`src/rtl/stencil3d_sched.sv`:
```
// Sequencer for the 3D stencil sweep: reads 7 taps per interior point (1 per boundary
// point) over a req/gnt port, computes C0*center + C1*neighbours, writes one result per point.
module stencil3d_sched #(
    parameter int ROW_SIZE    = 16,
    parameter int COL_SIZE    = 32,
    parameter int HEIGHT_SIZE = 32,
    parameter int DW          = 32,
    parameter int AW          = 14
) (
    input  logic          clk,
    input  logic          rst_n,
    input  logic          start,
    input  logic [DW-1:0] C0,
    input  logic [DW-1:0] C1,
    output logic          busy,
    output logic          done,
    output logic          rd_req,
    output logic [AW-1:0] rd_addr,
    input  logic          rd_gnt,
    input  logic [DW-1:0] rd_data,
    output logic          wr_req,
    output logic [AW-1:0] wr_addr,
    output logic [DW-1:0] wr_data,
    input  logic          wr_gnt
);
    localparam logic [AW-1:0] ROW_A    = AW'(ROW_SIZE);
    localparam logic [AW-1:0] PLANE_A  = AW'(ROW_SIZE * COL_SIZE);
    localparam logic [AW-1:0] K_LAST   = AW'(ROW_SIZE - 1);
    localparam logic [AW-1:0] J_LAST   = AW'(COL_SIZE - 1);
    localparam logic [AW-1:0] I_LAST   = AW'(HEIGHT_SIZE - 1);
    localparam logic [AW-1:0] P_LAST   = AW'(ROW_SIZE * COL_SIZE * HEIGHT_SIZE - 1);

    typedef enum logic [2:0] {S_IDLE, S_READ, S_DRAIN, S_COMP, S_WRITE, S_DONE} state_t;

    state_t        state_q, state_d;
    logic [AW-1:0] p_q, k_q, j_q, i_q;
    logic [2:0]    tap_q, vtap_q;
    logic          vld_q;
    logic [DW-1:0] c0_q, c1_q, sum0_q, sum1_q, res_q;
    logic          interior;
    logic [2:0]    last_tap;
    logic [AW-1:0] tap_addr;

    assign interior = (k_q != '0) && (k_q != K_LAST) &&
                      (j_q != '0) && (j_q != J_LAST) &&
                      (i_q != '0) && (i_q != I_LAST);
    assign last_tap = interior ? 3'd6 : 3'd0;

    always_comb begin
        case (tap_q)
            3'd1:    tap_addr = p_q + PLANE_A;
            3'd2:    tap_addr = p_q - PLANE_A;
            3'd3:    tap_addr = p_q + ROW_A;
            3'd4:    tap_addr = p_q - ROW_A;
            3'd5:    tap_addr = p_q + AW'(1);
            3'd6:    tap_addr = p_q - AW'(1);
            default: tap_addr = p_q;
        endcase
    end

    always_ff @(posedge clk or negedge rst_n) begin
        if (!rst_n) state_q <= S_IDLE;
        else        state_q <= state_d;
    end

    always_comb begin
        state_d = state_q;
        case (state_q)
            S_IDLE:  if (start) state_d = S_READ;
            S_READ:  if (rd_gnt && (tap_q == last_tap)) state_d = S_DRAIN;
            S_DRAIN: state_d = S_COMP;
            S_COMP:  state_d = S_WRITE;
            S_WRITE: if (wr_gnt) state_d = (p_q == P_LAST) ? S_DONE : S_READ;
            S_DONE:  state_d = S_IDLE;
            default: state_d = S_IDLE;
        endcase
    end

    // Addresses and data are gated so every output reads 0 outside its request.
    always_comb begin
        busy    = (state_q == S_READ) || (state_q == S_DRAIN) ||
                  (state_q == S_COMP) || (state_q == S_WRITE);
        done    = (state_q == S_DONE);
        rd_req  = (state_q == S_READ);
        wr_req  = (state_q == S_WRITE);
        rd_addr = rd_req ? tap_addr : '0;
        wr_addr = wr_req ? p_q : '0;
        wr_data = wr_req ? res_q : '0;
    end

    always_ff @(posedge clk or negedge rst_n) begin
        if (!rst_n) begin
            p_q    <= '0;
            k_q    <= '0;
            j_q    <= '0;
            i_q    <= '0;
            tap_q  <= '0;
            vtap_q <= '0;
            vld_q  <= 1'b0;
            c0_q   <= '0;
            c1_q   <= '0;
            sum0_q <= '0;
            sum1_q <= '0;
            res_q  <= '0;
        end else begin
            // Read data lands one cycle after the grant; remember which tap it belongs to.
            vld_q  <= rd_req && rd_gnt;
            vtap_q <= tap_q;
            if (vld_q) begin
                if (vtap_q == 3'd0) begin
                    sum0_q <= rd_data;
                    sum1_q <= '0;
                end else begin
                    sum1_q <= sum1_q + rd_data;
                end
            end
            case (state_q)
                S_IDLE: if (start) begin
                    c0_q  <= C0;
                    c1_q  <= C1;
                    p_q   <= '0;
                    k_q   <= '0;
                    j_q   <= '0;
                    i_q   <= '0;
                    tap_q <= '0;
                end
                S_READ: if (rd_gnt && (tap_q != last_tap)) tap_q <= tap_q + 3'd1;
                S_COMP: res_q <= interior ? (sum0_q * c0_q + sum1_q * c1_q) : sum0_q;
                S_WRITE: if (wr_gnt && (p_q != P_LAST)) begin
                    p_q   <= p_q + AW'(1);
                    tap_q <= '0;
                    if (k_q == K_LAST) begin
                        k_q <= '0;
                        if (j_q == J_LAST) begin
                            j_q <= '0;
                            i_q <= i_q + AW'(1);
                        end else begin
                            j_q <= j_q + AW'(1);
                        end
                    end else begin
                        k_q <= k_q + AW'(1);
                    end
                end
                default: ;
            endcase
        end
    end
endmodule

```
`config.mk`:
```
export PLATFORM = sky130hd
export DESIGN_NAME = stencil3d_sched
export DESIGN_NICKNAME = d
export VERILOG_FILES = /design/src/rtl/stencil3d_sched.sv
export SDC_FILE = /design/constraint.sdc
export NUM_CORES = 2
export LEC_CHECK = 0
export ABC_AREA = 1
export BUFFER_PORTS_ARGS = -buffer_cell sky130_fd_sc_hd__buf_2
export CAP_MARGIN = 15
export CORE_AREA = 2 2 282 284
export DETAILED_ROUTE_END_ITERATION = 8
export DIE_AREA = 0 0 284 286
export HOLD_SLACK_MARGIN = 0.05
export PLACE_DENSITY = 0.78
export SLEW_MARGIN = 20
export SYNTH_ARGS = -nofsm -noshare
export SYNTH_HDL_FRONTEND = slang
export SYNTH_SLANG_ARGS = --single-unit
```
`constraint.sdc`:
```
create_clock -name clk -period 22.1 [get_ports clk]
set_clock_uncertainty 0.15 [all_clocks]
set_input_delay 3.315 -clock clk [delete_from_list [all_inputs] [get_ports clk]]
set_output_delay 3.315 -clock clk [all_outputs]
set_load 0.02 [all_outputs]
```
==> impl_metrics.tcl <==
set metrics [dict create \
    outcome "finished clean" \
    cpPeakStageDelay_ps 970 \
    first_pass_iters 6 \
    r2r_start "sum0_q[14]" \
    mappedNetlistArea_um2 47200 \
    ys_ff_latch 226 \
    fin_nets 7558 \
    tightest_slew_ps 1060 \
    post_cts_resized 0 \
    pin_count 165 \
    synth_compound_area_frac 0.0524 \
    setup_viol 0 \
    dr.max_layer_used "met5" \
    hold_viol_final 0 \
    crit_fanout 21 \
    cts-htree-levels 1 \
    fmax_mhz 104 \
    numCtsBuffers 27 \
    setup-tns-final_ps 0 \
    avgRoutedWirePerCell_um 18.7 \
    vias 39698 \
    yosys.area_share.simple 0.191 \
    hp-class "reg2reg" \
    gp_congestion 0.985 \
    syn_avg_cell_area_um2 7.50 \
    grt_pass1_vias 41235 \
    cts.sink_count 226 \
    antennaDiodeCount 0 \
    wl_met1_um 51500 \
    path_clk_slew_ps 80 \
    synth_mux_area_frac 0.00382 \
    final_core_util 0.634 \
    rows 103 \
    synth_common_cells "inv_1 (1,827), nand2_1 (1,805), fa_1 (873)" \
    synth_edf_count 0 \
    critical-path-slowest-cell "dfrtp_1" \
    synth_top_family_by_area "adder cells" \
    die-area_um2 81200 \
    grt-ovfl-total 0 \
    dpl_worst_slack_ps 12850 \
    syn_inst 6296 \
    drtIter0Drc 3611 \
    synthArstFlopShare 1.00 \
    die_h_um 286 \
    maxSlewViolCount 0 \
    cp-start-kind "flip-flop" \
    min_period_ps 9600 \
    r2r_end "res_q[31]" \
    grt_usage 0.349 \
    drive_gt1_frac 0.0527 \
    hpwl_um 111000 \
    synthAdderAreaFrac 0.452 \
    clk_path_buf_depth 3 \
    cts_root_buf "clkbuf_16" \
    cts_setup_buffers 0 \
    netlist.area_leader.share 0.370 \
    cp.required_ps 22430 \
    tritoncts "done" \
    final.setup.worst_slack_ps 12500 \
    crit_type "reg2reg" \
    core-area_um2 78400 \
    maxSlewHeadroom 0.296 \
    syn_to_final_growth_pct 5.14 \
    antenna_found_initial 2 \
    synthFlopType "dfrtp_1" \
    cts_hold_buffers 0 \
    start_util 0.603 \
    critPathCaptureType "flip-flop" \
    yosys_warnings 0 \
    synth.top_cells.by_area "fa_1 (37%), inv_1 (15%), nand2_1 (14%), dfrtp_1 (12%), ha_1 (8.2%)" \
    portBuffers 164 \
    holdPathEnd "vtap_q[0]" \
    r2r_cells 29 \
    yosysTopAreaCell "fa_1" \
    synth_fp_nets 7579 \
    rsz0062_at_grt "no" \
    grt_pass1_wl_um 221000 \
    ys_seq_area_frac 0.120 \
    wl_met2_um 64600 \
    min_from "tap_q[0]" \
    max_cap_viol_count 0 \
    grt_max_degree 84 \
    ant_nets 0 \
    period_share 0.434 \
    die_width_um 284 \
    wl_met3_um 13200 \
    hold_path_depth 0 \
    cp.arrival_ps 9930 \
    yosysMostFrequentCell "inv_1" \
    cp_common_cell "fa_1" \
    ff2ff_setup_slack_ps 12500 \
    vias_per_cell 5.40 \
    synth_xor_area_frac 0.0109 \
    drc 0 \
    drt_wl_total_um 137000 \
    ys_types 66 \
    clock_latency_ps 600 \
]
critical path: cells and delay by family (launching register included):
kind,cells,cell delay (ps)
adder cells (fa/ha/maj),11,5550
AO/OA/AOI/OAI,5,1850
flip-flops,1,970
buffers and inverters,8,480
AND/OR/NAND/NOR,5,460
metal layers:
metal / up-vias / global-route usage
li1: 17963 / -
met1: 19398 / 0.452
met2: 1950 / 0.572
met3: 381 / 0.0573
met4: 6 / 0.170
met5: - / 0.00988
stage by stage:
| stage | std cells | instance area, um^2 | hold slack [ps] |
|---|---|---|---|
| 3_3_place_gp | 7296 | 48700 | 278 |
| 5_1_grt | 7346 | 49600 | 333 |
| 6_report | 7346 | 49600 | 306 |
| 4_1_cts | 7346 | 49600 | 303 |
| 2_1_floorplan | 6296 | 47200 | 202 |
| 3_5_place_dp | 7296 | 48700 | 289 |
worst max-delay path by stage:
stage | slack (ps) | cells past startpoint | start | to
2_1_floorplan | 14150 | 27 | sum0_q[14] | res_q[30]
3_3_place_gp | 12900 | 29 | sum0_q[14] | res_q[31]
3_5_place_dp | 12850 | 29 | sum0_q[14] | res_q[31]
4_1_cts | 12820 | 29 | sum0_q[14] | res_q[31]
5_1_grt | 12440 | 29 | c0_q[10] | res_q[31]
6_report | 12500 | 29 | sum0_q[14] | res_q[31]
logic make-up (layout without fill, tap and decap cells):
| logic type | Yosys count | after routing |
|---|---|---|
| AOI/OAI and AO/OA | 438 | 438 |
| xor gates and xnor gates | 59 | 59 |
| adders and majority gates | 1182 | 1182 |
| buffers and inverters | 2117 | 2117 |
| DFF | 226 | 226 |
| muxes | 16 | 16 |
| and+or+nand+nor | 2258 | 2258 |
registers in the layout, indices dropped and copies added (netlist names), 14 cells and up:
name	count
c1_q	32
sum0_q	32
p_q	14
i_q	14
c0_q	32
res_q	32
k_q	14
j_q	14
sum1_q	32
final cells by class:
type | count | area, um^2
clock buffer | 36 | 769
clock inverter | 14 | 146
fill | 6915 | 28700
inverter | 1835 | 6890
multi-input combinational | 3953 | 33500
sequential | 226 | 5660
tap | 1050 | 1310
timing repair buffer | 232 | 1350
placed cells by master, fill, tap and decap left out, types with 12 or more instances in the layout:
cell,netlist,routed
o21ai_0,140,140
o31ai_1,12,12
buf_4,4,66
dfrtp_1,226,225
nand4_1,23,23
fa_1,873,873
clkbuf_16,0,27
xnor2_1,18,18
xor2_1,41,41
mux2_2,16,16
nor2_1,208,207
o22ai_1,18,18
o21ai_1,12,12
nand3b_1,19,19
a21oi_1,181,181
ha_1,309,309
nand3_1,133,133
nor3_1,41,40
inv_1,1827,1827
nand2_1,1805,1805
buf_2,48,163
Power is not shown: default switching activity piles up to over one toggle a cycle in this logic, so the estimate is an artifact.
